==> config.mk <==
export PLATFORM = sky130hd
export DESIGN_NAME = bcd_countdown_timer
export DESIGN_NICKNAME = d
export VERILOG_FILES = /design/src/rtl/bcd_countdown_timer.sv
export SDC_FILE = /design/constraint.sdc
export NUM_CORES = 1
export LEC_CHECK = 0
export ABC_AREA = 1
export CORE_ASPECT_RATIO = 0.8
export CORE_MARGIN = 3
export CORE_UTILIZATION = 41
export CTS_CLUSTER_DIAMETER = 200
export DETAILED_ROUTE_END_ITERATION = 16
export PLACE_DENSITY = 0.69
export SLEW_MARGIN = 20
export SYNTH_ARGS = -nofsm -noshare
export SYNTH_HDL_FRONTEND = slang
export SYNTH_SLANG_ARGS = --single-unit
==> constraint.sdc <==
create_clock -name CP -period 2.5 [get_ports CP]
set_clock_uncertainty 0.15 [all_clocks]
set_input_delay 0.375 -clock CP [delete_from_list [all_inputs] [get_ports CP]]
set_output_delay 0.375 -clock CP [all_outputs]
set_load 0.1 [all_outputs]
==> src/rtl/bcd_countdown_timer.sv <==
// Presettable BCD down-counter with run/pause control, tick prescaler and done pulse.
// Digits decrement through a per-digit borrow ripple; the final borrow-out doubles as the zero flag.

module bcd_digit_dec (
    input  logic [3:0] i_d,
    input  logic       i_bin,
    output logic [3:0] o_q,
    output logic       o_bout
);
    always_comb begin
        o_q    = i_d;
        o_bout = i_bin && (i_d == 4'd0);
        if (i_bin)
            o_q = (i_d == 4'd0) ? 4'd9 : i_d - 4'd1;
    end
endmodule

module bcd_countdown_timer #(
    parameter int DIGITS   = 4,
    parameter int TICK_DIV = 1
) (
    input  logic                  CP,
    input  logic                  CR,
    input  logic                  load,
    input  logic [4*DIGITS-1:0]   P,
    input  logic                  start,
    input  logic                  pause,
    output logic [4*DIGITS-1:0]   Q,
    output logic                  BO,
    output logic                  zero,
    output logic                  done,
    output logic                  running
);
    localparam int            PW       = (TICK_DIV > 1) ? $clog2(TICK_DIV) : 1;
    localparam logic [PW-1:0] PRE_LAST = PW'(TICK_DIV - 1);

    typedef enum logic [1:0] {S_IDLE, S_RUN, S_PAUSED, S_DONE} state_t;

    state_t              r_state, w_state;
    logic [4*DIGITS-1:0] r_q, w_q;
    logic [PW-1:0]       r_pre, w_pre;
    logic                r_done, w_done;

    logic [DIGITS:0]     w_borrow;
    logic [4*DIGITS-1:0] w_dec;
    logic [4*DIGITS-1:0] w_clamp;

    // A borrow surviving past the top digit means every digit was already 0.
    assign w_borrow[0] = 1'b1;

    genvar g;
    generate
        for (g = 0; g < DIGITS; g++) begin : g_dig
            bcd_digit_dec u_dec (
                .i_d    (r_q[4*g +: 4]),
                .i_bin  (w_borrow[g]),
                .o_q    (w_dec[4*g +: 4]),
                .o_bout (w_borrow[g+1])
            );
            assign w_clamp[4*g +: 4] = (P[4*g +: 4] > 4'd9) ? 4'd9 : P[4*g +: 4];
        end
    endgenerate

    always_comb begin
        w_state = r_state;
        w_q     = r_q;
        w_pre   = r_pre;
        w_done  = 1'b0;
        if (load) begin
            w_q     = w_clamp;
            w_pre   = '0;
            w_state = S_IDLE;
        end else begin
            case (r_state)
                S_IDLE: begin
                    if (start && !pause && !w_borrow[DIGITS])
                        w_state = S_RUN;
                end
                S_RUN: begin
                    if (pause) begin
                        w_state = S_PAUSED;
                    end else if (r_pre == PRE_LAST) begin
                        w_pre = '0;
                        if (!w_borrow[DIGITS]) begin
                            w_q = w_dec;
                            if (w_dec == '0) begin
                                w_state = S_DONE;
                                w_done  = 1'b1;
                            end
                        end
                    end else begin
                        w_pre = r_pre + PW'(1);
                    end
                end
                S_PAUSED: begin
                    if (start && !pause)
                        w_state = S_RUN;
                end
                default: ;
            endcase
        end
    end

    always_ff @(posedge CP or negedge CR) begin
        if (!CR) begin
            r_state <= S_IDLE;
            r_q     <= '0;
            r_pre   <= '0;
            r_done  <= 1'b0;
        end else begin
            r_state <= w_state;
            r_q     <= w_q;
            r_pre   <= w_pre;
            r_done  <= w_done;
        end
    end

    assign Q       = r_q;
    assign zero    = w_borrow[DIGITS];
    assign running = (r_state == S_RUN);
    assign BO      = zero && running;
    assign done    = r_done;
endmodule

==> results.md <==
Global route:
- The remaining global-route overflow is 0.
- The number of global-route vias before repair was 1370.
- Entering global routing, the biggest net connects 20 pins.
- The wire length of the first global-routing pass is 6.582 mm.
- The total routing usage reported by global routing is 0.1849.
- The initial antenna violation count is 0.

Run status:
- The run finished with clean final reports.

Power and ir drop:
- The maximum ir drop on the vdd rail is 0.4658 mV.
- Summed over all cells, the static leakage comes to 1.015 nW.
- The sum of internal, switching and leakage power is 1.414 mW.
- The power per standard cell area is 677.7 nW/um2.

Final layout:
- The filler cell count in the final layout is 354.
- Leaving out fill and tap cells, the most frequent cell in the layout is sky130_fd_sc_hd__nand2_1.
- The sequential cell area is 476.7 um2.
- The number of inserted diodes is 0.
- The relative area change from synthesis to final layout is 30.93%.
- The net count of the finished layout is 296.
- In the layout the commonest cells are sky130_fd_sc_hd__nand2_1 (62), sky130_fd_sc_hd__inv_1 (32), sky130_fd_sc_hd__nor2_1 (24).
- The layout cell share with drive strength beyond 1 is 0.2007.
- After routing the design area is ~2100 um2.
- Once layout is complete, the utilization of the core stands at 0.5814.
- The area taken by multi-input logic gates is 955.9 um2.

Die:
- The height of the die is 61.77 um.
- The floorplan step set the die width to between 70 and 80 um.
- The effective utilization at floorplan is 0.4441.
- The total number of placement rows is 19.
- The die covers approximately 4700 um2.
- The total area inside the core boundary comes to 3590 um2.
- Pin placement for this block handled 41 I/O pins.

Drt:
- In this run, the number of DRC markers left after iteration 0 of detailed routing was 66.
- The detail route stage leaves a number of antenna-violating nets equal to 0.
- Before antenna repair, the detailed router went through 4 iterations.
- For this run, design rule violations remaining after detail routing come to 0.
- The routed layout has about 1600 vias.
- In the final routed layout, each cell accounts on average for 11.93 um.
- The detail-routed via count per cell is 4.874.
- Wires add up to 3.890 mm.

Yosys:
- The average footprint of a synthesized cell is 6.871 um2.
- Counting every net in the synthesized netlist gives 253.
- The total of warnings raised by yosys is 0.
- For this run, the register share of the synthesized area comes to 0.2983.
- In this run, synthesis produced a sequential element count of 19.
- The gate count after technology mapping is ~230.
- In this run the cell area of the synthesized design comes to 1594 um2.
- Counting distinct cell types in the post-synthesis netlist gives 39.

Timing:
- The final count of pins violating max slew is 0.
- In this run the tightest slew margin relative to its limit is 0.6115.
- The routed design could run at a clock period as short as 2.291 ns.
- Setup violations remaining at the end of the flow were counted as 0.
- The final-report hold violation count is 0.
- The slew at the pin closest to its max-slew limit is slightly below 0.6 ns.
- In the finished design, the share of the clock period the worst path needs comes to 0.9163.
- Derived from the worst setup path, the maximum achievable clock frequency is between 400 and 500 MHz.
- Setup repair after global routing left no endpoint under its margin.

Flow run:
- Max-cap violations in this run came to 0.

Critical path:
- The depth of the most critical reg-to-reg path is 11.
- The startpoint of the worst-slack reg-to-reg timing path is Q[2].
- The kind of end point of the critical path is a primary output.
- The worst setup path is launched from a flop.
- For the worst setup path, the data arrival time is between 1.5 and 2 ns.
- The type of the worst setup path is reg -> out.
- The first element of the critical path is Q[2].
- The worst reg2reg path endpoint is Q[11].
- The most critical setup path has its endpoint at BO.
- At the worst endpoint, the required time is about 2.0 ns.
- The critical-path maximum fanout is 11.
- The register-to-register setup slack is 0.53 ns.

Placed design:
- The final HPWL from detailed placement is 3.159 mm.
- The routability-driven placement congestion ratio is 0.8728.
- The number of buffer cells added on primary ports is 40.
- The placed standard-cell area is 2042 um2.

CTS:
- The maximum level of the CTS H-tree is 1.
- TritonCTS created 3 clock buffers.
- The clock-pin slew on the worst setup and hold paths is 0.07 ns.
- In this run, post-CTS hold repair placed 0 buffers.
- The TritonCTS clock tree is yes.
- The maximum number of buffers from clock root to sink is 2.
- The clock root buffer master is sky130_fd_sc_hd__clkbuf_8.
- The buffer count from post-CTS setup fixing is 0.
- The clock latency at the later pin of the worst-skew pair is 0.25 ns.
- The post-CTS resize count is 0.
- The clock net in this run drives a total of 19 sinks.

Worst hold path:
- The classification of the worst-slack hold path is in -> async.
cell families after synthesis:
kind of cell / share of synthesized area
AO/OA/AOI/OAI: 0.1923
buffers and inverters: 0.1115
flip-flops: 0.2983
AND/OR/NAND/NOR: 0.3980
layer usage:
layer / global-route usage / share of wire
met5: 0 / 0
met1: 0.2832 / 0.53
met2: 0.2669 / 0.40
met4: 0.03741 / 0.0059
met3: 0.04019 / 0.061
stage by stage:
step           instances  worst slack, ns  hold WS [ns]  setup TNS [ns]
4_1_cts              326           0.1923        0.3298               0
2_1_floorplan        232        -0.006735      -0.07059       -0.006735
5_1_grt              326          0.06170        0.3569               0
3_3_place_gp         322           0.4747        0.4137               0
3_5_place_dp         322           0.4805        0.4179               0
6_report             326           0.2092        0.3067               0
state kept, by name, indices dropped and copies added, names as in the netlist:
name / count
done: 1
r_state: 2
Q: 16
synth_stat cells:
| library cell | instances | share of area |
|---|---|---|
| sky130_fd_sc_hd__nand2_1 | 62 | 0.15 |
| sky130_fd_sc_hd__inv_1 | 33 | 0.078 |
| sky130_fd_sc_hd__nor2_1 | 26 | 0.061 |
| sky130_fd_sc_hd__o21ai_0 | 20 | 0.063 |
| sky130_fd_sc_hd__dfrtp_1 | 19 | 0.30 |
| sky130_fd_sc_hd__nand3_1 | 14 | 0.044 |
| sky130_fd_sc_hd__o21ai_1 | 6 | 0.019 |
| sky130_fd_sc_hd__a21oi_1 | 4 | 0.013 |
| sky130_fd_sc_hd__a22oi_1 | 4 | 0.019 |
| sky130_fd_sc_hd__nor2_4 | 4 | 0.028 |
| sky130_fd_sc_hd__nand2_8 | 3 | 0.038 |
| sky130_fd_sc_hd__nor3_1 | 3 | 0.0094 |
| sky130_fd_sc_hd__o21ai_2 | 3 | 0.016 |
| sky130_fd_sc_hd__buf_6 | 2 | 0.014 |
| sky130_fd_sc_hd__clkbuf_1 | 2 | 0.0047 |
| sky130_fd_sc_hd__nand2_4 | 2 | 0.014 |
| sky130_fd_sc_hd__nor2_2 | 2 | 0.0078 |
| sky130_fd_sc_hd__o21a_1 | 2 | 0.0094 |
| sky130_fd_sc_hd__a211oi_1 | 1 | 0.0047 |
| sky130_fd_sc_hd__a22o_1 | 1 | 0.0055 |
| sky130_fd_sc_hd__a31oi_2 | 1 | 0.0078 |
| sky130_fd_sc_hd__and2_1 | 1 | 0.0039 |
| sky130_fd_sc_hd__buf_2 | 1 | 0.0031 |
| sky130_fd_sc_hd__inv_2 | 1 | 0.0024 |
| sky130_fd_sc_hd__inv_4 | 1 | 0.0039 |
| sky130_fd_sc_hd__inv_6 | 1 | 0.0055 |
| sky130_fd_sc_hd__nand2_2 | 1 | 0.0039 |
| sky130_fd_sc_hd__nand3_2 | 1 | 0.0063 |
| sky130_fd_sc_hd__nand3b_1 | 1 | 0.0047 |
| sky130_fd_sc_hd__nand4_2 | 1 | 0.0078 |
| sky130_fd_sc_hd__nor2_8 | 1 | 0.013 |
| sky130_fd_sc_hd__nor3_2 | 1 | 0.0063 |
| sky130_fd_sc_hd__nor4_1 | 1 | 0.0039 |
| sky130_fd_sc_hd__o211ai_1 | 1 | 0.0047 |
| sky130_fd_sc_hd__o211ai_2 | 1 | 0.0078 |
| sky130_fd_sc_hd__o221ai_1 | 1 | 0.0055 |
| sky130_fd_sc_hd__o22ai_1 | 1 | 0.0039 |
| sky130_fd_sc_hd__o22ai_2 | 1 | 0.0078 |
| sky130_fd_sc_hd__o32ai_1 | 1 | 0.0055 |
power by group:
part           leakage, nW  switching (mW)  internal, mW
combinational        0.757           0.583         0.202
clock               0.0228           0.100         0.113
sequential           0.236          0.0639         0.352
worst min-delay path by stage:
stage          slack, ns  startpoint    endpoint
2_1_floorplan      -0.07          CR        Q[0]
6_report            0.31          CR       Q[14]
3_3_place_gp        0.41        Q[5]        Q[5]
3_5_place_dp        0.42  r_state[0]  r_state[1]
5_1_grt             0.36          CR       Q[15]
4_1_cts             0.33          CR       Q[15]
final cells by class:
class                   instances  share of cell area
repair buffers                 43              0.1906
flip-flops and latches         19              0.2284
well taps                      52             0.03118
multi-input cells             172              0.4580
clock buffers                   4             0.02158
inverters                      36             0.07014
worst max-delay path: stages (launching register included):
cell and delay, ns:
sky130_fd_sc_hd__dfrtp_1 0.43, sky130_fd_sc_hd__nor2_4 0.19, sky130_fd_sc_hd__nand2_4 0.11, sky130_fd_sc_hd__nor2_8 0.21, sky130_fd_sc_hd__nand2_4 0.10, sky130_fd_sc_hd__inv_6 0.09
sky130_fd_sc_hd__nand2_8 0.08, sky130_fd_sc_hd__nor2_4 0.11, sky130_fd_sc_hd__buf_12 0.18
Note: power is estimated with default switching activity, not from simulation.
==> edit 1: new RTL, same settings <==
Register the output `Q` once more, with the module's reset; this adds one clock of latency there. The other outputs are not delayed to match.
--- a/src/rtl/bcd_countdown_timer.sv
+++ b/src/rtl/bcd_countdown_timer.sv
@@ -117,3 +117,9 @@
 
-    assign Q       = r_q;
+    always_ff @(posedge CP or negedge CR) begin
+        if (!CR) begin
+            Q <= '0;
+        end else begin
+            Q <= r_q;
+        end
+    end
     assign zero    = w_borrow[DIGITS];
Check against the original RTL: not equivalent (Yosys sat finds a counterexample within 4 cycles, from zero or initial values).
==> edit 1 against the original RTL <==
- total power increased by 46%
- final cell count increased by 1.8%
- synthesized cell count down 1.3%
- worst setup slack improved by 0.022 ns
- sequential cell count rose by 16
- design area increased by 17%
- largest cell class is now registers
- sequential share of layout area up 13 points
- worst hold slack got worse by 0.040 ns
- area after synthesis grew 17%
- wire length increased by 9.2%
- core utilization fell by 1.3 points
- die area is 16% higher
==> edit 1: results (changes against the original RTL) <==
met2 wire length - 1.80 mm (was 1.57 mm)
clock network area share - 4.84% (was 2.16%)
Multi-input comb cells - 155 (was 172)
Final Cell Area - 2430 sq um (was 2090 sq um)
register share of the cell area - 36.0% (was 22.8%)
vias in the first global route - 1477 (was 1370)
I/O Buffers - 40 (unchanged)
NonClk Buf Share - 16.4% (was 19.1%)
clock latency on the worst-skew pair - 0.29 ns (was 0.25 ns)
H-tree levels - 2 (was 1)
slowest cell delay on critical path - 0.45 ns (was 0.43 ns)
fraction of layout cells with a size suffix above 1 - 19.3% (was 20.1%)
CP Max Fanout - 9 (was 11)
largest cells by area after synthesis - dfrtp_1, nand2_1, inv_1 (unchanged)
Synth cell types - 35 (was 39)
Place WS - 0.504 ns (was 0.480 ns)
Worst Hold Slack - 0.267 ns (was 0.307 ns)
worst reg2reg endpoint - r_q[11] (was Q[11])
worst flop-to-flop path startpoint - r_q[1] (was Q[2])
Filler Cells Inserted - 389 (was 354)
detailed placer's ending HPWL - 3.10 mm (was 3.16 mm)
routability cong. - 0.841 (was 0.873)
status - complete, no violations (unchanged)
sequential power - 0.736 mW (was 0.416 mW)
reg2reg path depth - 9 (was 11)
Hold Crit Class - reg -> reg (was in -> async)
post-synthesis register bit count - 35 (was 19)
synth cell count leaders - nand2_1, dfrtp_1, inv_1 (was nand2_1, inv_1, nor2_1)
met3 routed WL - 361 microns (was 236 microns)
GR Util met2 - 24.3% (was 26.7%)
global-route met3 utilization - 6.54% (was 4.02%)
syn nets - 250 (was 253)
final worst slack - 0.232 ns (was 0.209 ns)
Synth Instances - 229 (was 232)
Comb pwr share - 38.7% (was 55.5%)
post-DR wirelength/cell - 12.8 microns (was 11.9 microns)
Slew HR - 71.3% (was 61.2%)
Post-DP Area - 2310 sq um (was 2040 sq um)
Layout Nets - 295 (was 296)
first-pass GRT wire length - 7.12 mm (was 6.58 mm)
Global Route Usage Sum - 17.6% (was 18.5%)
M1 GR Usage - 25.7% (was 28.3%)
Rows - 21 (was 19)
CLK BUF - 6 (was 4)
sequential share of power - 35.6% (was 29.4%)
peak supply drop - 0.488 mV (was 0.466 mV)
pin count of the biggest net entering global routing - 36 (was 20)
area of the multi-input gates - 842 sq um (was 956 sq um)
Seq/Total Area, Yosys - 46.9% (was 29.8%)
fin cells - 332 (was 326)
worst path arrival time - 1.74 ns (was 1.77 ns)
DRT iter0 DRCs - 87 (was 66)
P_sw - 0.886 mW (was 0.747 mW)
[edit 1: changes by cell type after synthesis, sizes merged, moves of 3 or more]
cell   change
nand2     -24
dfrtp     +16
nor2       +3
nand3      +3
o21ai      -3
[edit 1: cell families (layout without fill, tap and decap cells)]
family | after synthesis | in the layout | synth area share [%]
compound gates | 46 | 46 | 15.0
buf+inv | 39 | 85 | 8.63
simple gates | 109 | 109 | 29.5
flops | 35 | 35 | 46.9
[edit 1: worst reg2reg max path: stages (launching register included)]
cell and delay [ns]:
dfrtp_1 0.45, nor2_4 0.18, nand2_4 0.10, nor2_8 0.21, nand4_4 0.15, nand3_2 0.13, nand2_4 0.17, inv_2 0.16
o21ai_0 0.08, a21oi_1 0.13
[edit 1: worst max path at each step]
stage	from	endpoint	cells after the start
after floorplan	r_state[1]	BO	3
after global routing	r_q[1]	BO	6
after global placement	load	r_state[1]	8
after CTS	r_q[1]	BO	6
after detailed placement	load	r_state[1]	8
final	r_q[1]	BO	6
==> edit 2: new RTL, same flow settings <==
Without the edit above. Set the parameter `DIGITS` to 8 (it was 4).
--- a/src/rtl/bcd_countdown_timer.sv
+++ b/src/rtl/bcd_countdown_timer.sv
@@ -18,3 +18,3 @@
 module bcd_countdown_timer #(
-    parameter int DIGITS   = 4,
+    parameter int DIGITS   = 8,
     parameter int TICK_DIV = 1
Interface: changed (resized P and Q); port bits go from 41 to 73. The function was not compared with the original's and may differ.
==> edit 2 against the original RTL <==
- sequential cell count grew 16
- design area grew 84%
- total power grew 110%
- area after synthesis grew 66%
- worst setup slack lost 0.15 ns
- non-clock buffer count grew 57
- clock power grew to 2.5 times the old value
- synthesized cell count grew 72%
- count of clock-buffer cells in the layout grew 2
- highest routed layer unchanged
- largest cell class unchanged
- first-iteration DRC count grew 110%
- wire length grew 100%
==> edit 2: results (changes against the original RTL) <==
Least-Margin Pin Slew - 0.470 ns (was 0.582 ns)
sw frac - 50.6% (was 52.8%)
Global Route Usage Sum - 22.3% (was 18.5%)
clock latency on the worst-skew pair - 0.29 ns (was 0.25 ns)
fraction of layout cells with a size suffix above 1 - 27.2% (was 20.1%)
post-DR wirelength/cell - 13.7 microns (was 11.9 microns)
via count - 2940 (was 1589)
CP Max Fanout - 3 (was 11)
status - complete, no violations (unchanged)
Filler Cells Inserted - 554 (was 354)
routability cong. - 0.917 (was 0.873)
peak supply drop - 0.475 mV (was 0.466 mV)
Reg clk slew, reported paths - 0.07 ns (about the same)
synth cell count leaders - nand2_1, inv_1, nor2_1 (unchanged)
detailed placer's ending HPWL - 5.92 mm (was 3.16 mm)
largest cells by area after synthesis - dfrtp_1, nand2_1, inv_1 (unchanged)
vias in the first global route - 2799 (was 1370)
Seq/Total Area, Yosys - 33.2% (was 29.8%)
Place WS - 0.123 ns (was 0.480 ns)
DRT iter0 DRCs - 139 (was 66)
wl on met1 - 3.88 mm (was 2.06 mm)
CP max stage cell - dfrtp_4 (was dfrtp_1)
Synth Area in Compound Gates - 18.3% (was 19.2%)
first-pass GRT wire length - 13.3 mm (was 6.58 mm)
pin count of the biggest net entering global routing - 36 (was 20)
worst path arrival time - 1.91 ns (was 1.77 ns)
Clk power - 0.533 mW (was 0.213 mW)
Num CTS Buffers - 5 (was 3)
met3 routed WL - 642 microns (was 236 microns)
Yosys top cell by area - dfrtp_1 (unchanged)
P_sw - 1.50 mW (was 0.747 mW)
clk root buf - clkbuf_8 (unchanged)
static leakage - 1.87 nW (was 1.02 nW)
delay-heaviest family, CP - simple AND/OR/NAND/NOR gates (unchanged)
sequential share of power - 27.6% (was 29.4%)
I/O Buffers - 72 (was 40)
drt first pass iters - 5 (was 4)
Layout Nets - 532 (was 296)
H-tree levels - 2 (was 1)
Post-Synth XOR/XNOR Area - 0.664% (was 0%)
max FFs per register - 32 (was 16)
slowest cell delay on critical path - 0.49 ns (was 0.43 ns)
syn nets - 436 (was 253)
met2 wire length - 3.27 mm (was 1.57 mm)
## edit 2: cell count changes after synthesis, sizes merged, moves of 12 or more
cell | unedited run | this run
dfrtp | 19 | 35
inv | 36 | 64
nand2 | 68 | 106
nand3 | 15 | 28
nor2 | 33 | 60
o21ai | 29 | 41
## edit 2: worst paths after layout
| check | start | endpoint | slack, ns | cells past startpoint |
|---|---|---|---|---|
| min in group CP | Q[21] | Q[21] | 0.39 | 2 |
| hold reg to reg | Q[21] | Q[21] | 0.39 | 2 |
| hold / removal | CR | Q[2] | 0.35 | 2 |
| setup / recovery | Q[1] | BO | 0.06 | 10 |
| setup reg to reg | Q[1] | Q[23] | 0.14 | 14 |
| max in group asynchronous | CR | Q[19] | 1.48 | 2 |
## edit 2: area by class of cell
cell class                      count  area share [%]
Inverter                           65            6.55
Tap cell                           81            2.64
Timing Repair Buffer              100            23.5
Clock buffer                        6            2.15
Sequential cell                    35            24.6
Clock inverter                      2           0.912
Multi-Input combinational cell    288            39.6
## edit 2: stage by stage
| stage | setup TNS, ns | hold WS [ns] | std cells | area (sq um) |
|---|---|---|---|---|
| detailed placement | 0 | 0.370 | 550 | 3540 |
| global route | -0.0300 | 0.400 | 577 | 3840 |
| CTS | -0.00694 | 0.370 | 568 | 3750 |
| floorplan | -0.250 | -0.0706 | 399 | 2740 |
| finish | 0 | 0.354 | 577 | 3840 |
| global placement | 0 | 0.369 | 550 | 3540 |
## edit 2: what timing repair did
| action | 4_1_cts | 5_1_grt |
|---|---|---|
| endpoints found under the setup margin | 2 | 13 |
| pin swaps | 8 | 10 |
| resized for setup | 4 | 10 |
| setup buffers | 10 | 9 |
## edit 2: per-layer routing
layer  GRT usage, %  vias to the layer above
li1               -                     1488
met1           32.8                     1338
met2           33.2                      106
met3           4.65                        8
met4           5.26                        0
met5              0                        -
